[src/rtl/keypad_scanner_pkg.sv]
// Shared keypad definitions: matrix geometry, scan-result encoding and key-code formula.
package keypad_scanner_pkg;

  localparam int KP_COLUMNS = 4;
  localparam int KP_ROWS    = 4;

  typedef enum logic [1:0] {
    RES_NONE  = 2'd0,
    RES_KEY   = 2'd1,
    RES_MULTI = 2'd2
  } res_kind_e;

  typedef struct packed {
    res_kind_e  kind;
    logic [3:0] code;
  } scan_res_t;

  function automatic logic [3:0] kp_code(input logic [1:0] row, input logic [1:0] col);
    return {row, col};
  endfunction

endpackage

[src/rtl/keypad_scan_timer.sv]
// Column scan timing: dwell counter, rotating active-low column strobe, and
// single-cycle sample / end-of-scan strobes on the last dwell cycle of each column.
module keypad_scan_timer
  import keypad_scanner_pkg::*;
#(
  parameter int SCAN_DIV = 100000
) (
  input  logic                  clock,
  input  logic                  reset,
  output logic [KP_COLUMNS-1:0] column_strobe,
  output logic [1:0]            col_idx,
  output logic                  sample,
  output logic                  scan_done
);

  localparam int DW = (SCAN_DIV > 1) ? $clog2(SCAN_DIV) : 1;

  logic [DW-1:0]         dwell_q, dwell_d;
  logic [1:0]            col_q, col_d;
  logic [KP_COLUMNS-1:0] strobe_q, strobe_d;

  assign sample    = (dwell_q == DW'(SCAN_DIV - 1));
  assign scan_done = sample && (col_q == 2'd3);

  // The strobe is a registered rotation so the pins never glitch through a decode.
  always_comb begin
    dwell_d  = dwell_q + DW'(1);
    col_d    = col_q;
    strobe_d = strobe_q;
    if (sample) begin
      dwell_d  = '0;
      col_d    = col_q + 2'd1;
      strobe_d = {strobe_q[KP_COLUMNS-2:0], strobe_q[KP_COLUMNS-1]};
    end
  end

  always_ff @(posedge clock or negedge reset) begin
    if (!reset) begin
      dwell_q  <= '0;
      col_q    <= 2'd0;
      strobe_q <= 4'b1110;
    end else begin
      dwell_q  <= dwell_d;
      col_q    <= col_d;
      strobe_q <= strobe_d;
    end
  end

  assign column_strobe = strobe_q;
  assign col_idx       = col_q;

endmodule

[src/rtl/keypad_scanner.sv]
// 4x4 keypad reader: synchronize rows, classify each full scan, debounce, and present
// one key code per press on a valid/ack handshake (event lands 1 cycle after the last sample).
module keypad_scanner
  import keypad_scanner_pkg::*;
#(
  parameter int SCAN_DIV       = 100000,
  parameter int DEBOUNCE_SCANS = 20
) (
  input  logic                  clock,
  input  logic                  reset,
  input  logic [KP_ROWS-1:0]    row_sense,
  input  logic                  key_ack,
  output logic [KP_COLUMNS-1:0] column_strobe,
  output logic [3:0]            key_code,
  output logic                  key_valid,
  output logic                  key_held,
  output logic                  overrun
);

  localparam int SW = $clog2(DEBOUNCE_SCANS + 1);

  logic [KP_ROWS-1:0] meta_q, rows_q;
  logic [1:0]         col_idx;
  logic               sample, scan_done;

  keypad_scan_timer #(.SCAN_DIV(SCAN_DIV)) u_timer (
    .clock         (clock),
    .reset         (reset),
    .column_strobe (column_strobe),
    .col_idx       (col_idx),
    .sample        (sample),
    .scan_done     (scan_done)
  );

  logic [2:0] row_cnt, hit_sum;
  logic [1:0] row_idx, merged_cnt;
  logic [3:0] merged_code;
  logic [1:0] acc_cnt_q;
  logic [3:0] acc_code_q;
  scan_res_t  scan_res;

  always_comb begin
    row_cnt = '0;
    row_idx = '0;
    for (int r = 0; r < KP_ROWS; r++) begin
      if (!rows_q[r]) begin
        row_cnt = row_cnt + 3'd1;
        row_idx = r[1:0];
      end
    end
  end

  // Hit count saturates at 2: anything beyond one intersection is simply MULTI.
  assign hit_sum     = {1'b0, acc_cnt_q} + row_cnt;
  assign merged_cnt  = (hit_sum > 3'd2) ? 2'd2 : hit_sum[1:0];
  assign merged_code = (acc_cnt_q == 2'd0) ? kp_code(row_idx, col_idx) : acc_code_q;

  always_comb begin
    scan_res.kind = RES_MULTI;
    scan_res.code = 4'd0;
    if (merged_cnt == 2'd0) begin
      scan_res.kind = RES_NONE;
    end else if (merged_cnt == 2'd1) begin
      scan_res.kind = RES_KEY;
      scan_res.code = merged_code;
    end
  end

  scan_res_t res_q, prev_q, prev_d, accepted_q, accepted_d;
  logic      res_vld_q;
  logic [SW-1:0] stable_q, stable_d;
  logic      press, release_evt;

  always_comb begin
    prev_d      = prev_q;
    stable_d    = stable_q;
    accepted_d  = accepted_q;
    press       = 1'b0;
    release_evt = 1'b0;
    if (res_vld_q) begin
      prev_d = res_q;
      if (res_q == prev_q) begin
        stable_d = (stable_q == SW'(DEBOUNCE_SCANS)) ? stable_q : stable_q + SW'(1);
      end else begin
        stable_d = SW'(1);
      end
      if (stable_d == SW'(DEBOUNCE_SCANS) && res_q != accepted_q && res_q.kind != RES_MULTI) begin
        press       = (res_q.kind == RES_KEY);
        release_evt = (accepted_q.kind == RES_KEY);
        accepted_d  = res_q;
      end
    end
  end

  logic [3:0] code_q, code_d;
  logic       valid_q, valid_d, held_q, held_d, ovr_q, ovr_d, ack_eff;

  assign ack_eff = key_ack && valid_q;

  // A press that coincides with an ack replaces the consumed key instead of overrunning.
  always_comb begin
    code_d  = code_q;
    valid_d = valid_q;
    held_d  = held_q;
    ovr_d   = ovr_q;
    if (press) begin
      held_d = 1'b1;
      if (valid_q && !ack_eff) begin
        ovr_d = 1'b1;
      end else begin
        code_d  = res_q.code;
        valid_d = 1'b1;
        ovr_d   = 1'b0;
      end
    end else begin
      if (release_evt) held_d = 1'b0;
      if (ack_eff) begin
        valid_d = 1'b0;
        ovr_d   = 1'b0;
      end
    end
  end

  always_ff @(posedge clock or negedge reset) begin
    if (!reset) begin
      meta_q     <= '1;
      rows_q     <= '1;
      acc_cnt_q  <= 2'd0;
      acc_code_q <= 4'd0;
      res_q      <= '0;
      res_vld_q  <= 1'b0;
      prev_q     <= '0;
      stable_q   <= '0;
      accepted_q <= '0;
      code_q     <= 4'd0;
      valid_q    <= 1'b0;
      held_q     <= 1'b0;
      ovr_q      <= 1'b0;
    end else begin
      meta_q    <= row_sense;
      rows_q    <= meta_q;
      res_vld_q <= scan_done;
      if (sample) begin
        if (scan_done) begin
          acc_cnt_q  <= 2'd0;
          acc_code_q <= 4'd0;
          res_q      <= scan_res;
        end else begin
          acc_cnt_q  <= merged_cnt;
          acc_code_q <= merged_code;
        end
      end
      prev_q     <= prev_d;
      stable_q   <= stable_d;
      accepted_q <= accepted_d;
      code_q     <= code_d;
      valid_q    <= valid_d;
      held_q     <= held_d;
      ovr_q      <= ovr_d;
    end
  end

  assign key_code  = code_q;
  assign key_valid = valid_q;
  assign key_held  = held_q;
  assign overrun   = ovr_q;

endmodule

[config.mk]
export PLATFORM = sky130hd
export DESIGN_NAME = keypad_scanner
export DESIGN_NICKNAME = d
export VERILOG_FILES = /design/src/rtl/keypad_scanner_pkg.sv /design/src/rtl/keypad_scan_timer.sv /design/src/rtl/keypad_scanner.sv
export SDC_FILE = /design/constraint.sdc
export NUM_CORES = 1
export LEC_CHECK = 0
export ABC_AREA = 1
export ABC_CLOCK_PERIOD_IN_PS = 2800
export BUFFER_PORTS_ARGS = -buffer_cell sky130_fd_sc_hd__buf_2
export CELL_PAD_IN_SITES_DETAIL_PLACEMENT = 1
export CELL_PAD_IN_SITES_GLOBAL_PLACEMENT = 2
export CORE_MARGIN = 10
export CORE_UTILIZATION = 35
export DETAILED_ROUTE_END_ITERATION = 10
export PLACE_DENSITY = 0.83
export SLEW_MARGIN = 0
export SYNTH_ARGS = -nofsm -noshare
export SYNTH_HDL_FRONTEND = slang
export SYNTH_SLANG_ARGS = --single-unit
[constraint.sdc]
create_clock -name clock -period 2.8 [get_ports clock]
set_input_delay 0.28 -clock clock [delete_from_list [all_inputs] [get_ports clock]]
set_output_delay 0.28 -clock clock [all_outputs]
set_load 0.01 [all_outputs]
==> flow_summary.json <==
{
  "status": "finished clean",
  "syn_avg_cell_area_sq_um": 8.93,
  "worstMarginPinSlew_ps": 603,
  "cts_tree": "built",
  "syn_to_final_growth_pct": 13.4,
  "r2r_start": "rows_q[0]$_DFF_PN1_",
  "vias_per_cell": 4.60,
  "syn_area_sq_um": 3480,
  "p_leak_nw": 1.92,
  "timing.final.ws_setup_ps": 194,
  "arrival_ps": 2870,
  "nets": 434,
  "max_cap_violations": 0,
  "fin_util_pct": 40.6,
  "grt_pass1_wl_microns": 13100,
  "routed_wirelength_microns": 7470,
  "ant_nets": 0,
  "antennaDiodeCount": 0,
  "fin_crit_ps": 2610,
  "power_mw": 1.78,
  "root_buffer": "clkbuf_8",
  "fp.dieArea_sq_um": 14300,
  "vias": 2559,
  "hold_ws_ps": 37.0,
  "die_h_microns": 120,
  "ctsLongestPathBuffers": 2,
  "h-tree-depth": 3,
  "top_level_ports": 18,
  "grt_max_degree": 27,
  "first_iter_violations": 74,
  "max-slew-margin-rel_pct": 59.8,
  "drt_pass1_iterations": 4,
  "r2r_cells": 13,
  "hpwlAfterDp_microns": 5530,
  "r2r_end": "res_q[1]$_DFFE_PN0P_",
  "fin_cells": 556,
  "setup_viol": 0,
  "yosysWarnings": 0,
  "fin_crit_sh_pct": 93.1,
  "cp_data_required_time_ps": 3060,
  "core_sq_um": 9730,
  "die_x_microns": 120,
  "endpoint_kind": "flop",
  "drive_gt1_share_pct": 22.0,
  "tns_ps": 0,
  "whs_path_depth": 1,
  "min_from": "row_sense[3]",
  "grt_overflow": 0,
  "antenna_found_initial": 0,
  "port_buffers": 17,
  "gp_routability_congestion": 0.822,
  "ir_worst_vdd_v": 0.000173,
  "drc": 0,
  "reg2reg_slack_ps": 190,
  "cts.clk_slew.worst_paths_ps": 70,
  "dp_cells": 538,
  "place_ws_ps": -49.0,
  "grt_usage_pct": 11.0,
  "fmax_mhz": 384,
  "syn_inst": 390,
  "drv_slew": 0,
  "rows": 36,
  "start_kind": "flop",
  "hold_viol": 0,
  "critical_path_class": "flop to flop",
  "first_global_vias": 2816,
  "holdPathEnd": "meta_q[3]$_DFF_PN1_",
  "clock_latency_ps": 350,
  "design_area_sq_um": 3950,
  "synth_nets": 406,
  "wl_per_cell_microns": 13.4,
  "grt_setup_unrepaired": "no",
  "hp-class": "input port to flop",
  "ys_ff_latch": 68,
  "yosysSeqAreaShare_pct": 49.3,
  "powerDensity_nw_per_um2": 451,
  "placed_area_sq_um": 3710,
  "yosysUniqueCellTypes": 38,
  "finClkSkew_ps": 14.2,
  "initial_core_util_pct": 35.8,
  "critPathMaxFanout": 5,
  "cts_made_buffers": 9,
  "cts_sinks": 68
}
==> final cells by class <==
cell class	count	area, sq um
repair buffers	23	133
inverters	62	233
multi-input cells	254	1540
well taps	133	166
flip-flops and latches	68	1720
clock buffers	13	149
fillers	1179	5780
clock inverters	3	15.0
==> cells in the final DEF, fill, tap and decap left out, drive strengths merged, types with 3 or more instances in the layout <==
| cell | n |
|---|---|
| a21oi | 5 |
| inv | 62 |
| xnor2 | 8 |
| nand2 | 109 |
| clkinv | 3 |
| ha | 8 |
| nor2 | 25 |
| xor2 | 10 |
| nor4 | 3 |
| buf | 22 |
| dfrtp | 57 |
| nand3 | 21 |
| dfstp | 11 |
| o21ai | 33 |
| nand4 | 9 |
| clkbuf | 13 |
| nor3 | 11 |
| o22ai | 7 |
==> power by group <==
group	total, mW	internal [mW]	switching, mW
registers	0.998	0.994	0.00389
logic	0.0788	0.0284	0.0504
clock network	0.702	0.342	0.360
total	1.78	1.36	0.414
==> cells in the mapped netlist <==
cell type,n,area (sq um)
nor3_2,2,20.0
xor2_1,10,87.6
dfrtp_1,57,1430
inv_2,4,15.0
o21a_1,1,7.51
nand2_1,101,379
buf_6,1,11.3
buf_4,1,7.51
nand2_2,8,50.1
o21ai_1,2,10.0
nor3_1,8,40.0
a21oi_1,5,25.0
nor2_4,6,67.6
nand3_1,14,70.1
buf_12,1,20.0
nand3_4,2,35.0
nor2_2,3,18.8
nor3_4,1,16.3
o22ai_1,7,43.8
nor2_1,15,56.3
o21bai_2,1,11.3
o21ai_0,27,135
nor2_8,1,20.0
o31ai_1,1,7.51
buf_2,2,10.0
nand4_4,1,21.3
or2_0,1,6.26
dfstp_2,11,289
fa_1,1,20.0
o21ai_2,4,35.0
xnor2_2,1,16.3
clkbuf_1,1,3.75
nand3_2,5,50.1
xnor2_1,7,61.3
ha_1,8,100
nor4_1,3,18.8
nand4_1,8,50.1
inv_1,58,218
==> repair_timing <==
action / in CTS / in global routing
hold buffers: 1 / 0
pin swaps: 0 / 2
gates cloned: 0 / 0
hold endpoints to repair: 24 / 0
buffers inserted: 0 / 1
gates resized for setup: 1 / 8
endpoints found under the setup margin: 6 / 8
==> worst max-delay path by stage <==
| stage | end | slack (ps) | cells past startpoint | start |
|---|---|---|---|---|
| 6_report | res_q[1]$_DFFE_PN0P_ | 190 | 13 | rows_q[0]$_DFF_PN1_ |
| 5_1_grt | res_q[1]$_DFFE_PN0P_ | 30 | 13 | rows_q[0]$_DFF_PN1_ |
| 4_1_cts | res_q[0]$_DFFE_PN0P_ | 0.7 | 13 | rows_q[0]$_DFF_PN1_ |
| 3_5_place_dp | res_q[0]$_DFFE_PN0P_ | -50 | 13 | rows_q[0]$_DFF_PN1_ |
| 3_3_place_gp | res_q[0]$_DFFE_PN0P_ | 90 | 13 | rows_q[0]$_DFF_PN1_ |
| 2_1_floorplan | res_q[0]$_DFFE_PN0P_ | 200 | 13 | rows_q[0]$_DFF_PN1_ |
==> registers in the layout, summed over array words and instances, names as in the netlist <==
| name | flops |
|---|---|
| rows_q | 4 |
| u_timer.dwell_q | 17 |
| stable_q | 5 |
| res_vld_q | 1 |
| u_timer.col_idx | 2 |
| u_timer.column_strobe | 4 |
| res_q | 6 |
| acc_code_q | 4 |
| prev_q | 6 |
| acc_cnt_q | 2 |
| key_code | 4 |
| overrun | 1 |
| key_valid | 1 |
| meta_q | 4 |
| accepted_q | 6 |
| key_held | 1 |
==> worst max-delay path: stages (launching register included) <==
cell     delay, ps
dfstp_2        540
inv_1           70
ha_4           250
xnor2_2        190
ha_1           250
nand2_1         70
nand2_1         80
fa_2           380
xnor2_2        140
xor2_1         150
nand2_1         90
inv_2           90
nand3_4        100
o22ai_1        120
==> cell families after synthesis <==
logic type / Yosys count / synth area share [%]
buffers and inverters: 68 / 8.20
AND/OR/NAND/NOR: 179 / 26.4
XOR/XNOR: 18 / 4.74
AO/OA/AOI/OAI: 48 / 7.91
flip-flops: 68 / 49.3
adder cells (fa/ha/maj): 9 / 3.45
==> layer usage <==
metal / wire (microns) / vias up / GRT usage, %
met2: 3590 / 24 / 18.0
li1: - / 1285 / -
met4: 85 / 0 / 3.62
met3: 210 / 7 / 3.28
met1: 3590 / 1243 / 13.8
met5: 0 / - / 0
Note: power is estimated with default switching activity, not from simulation.
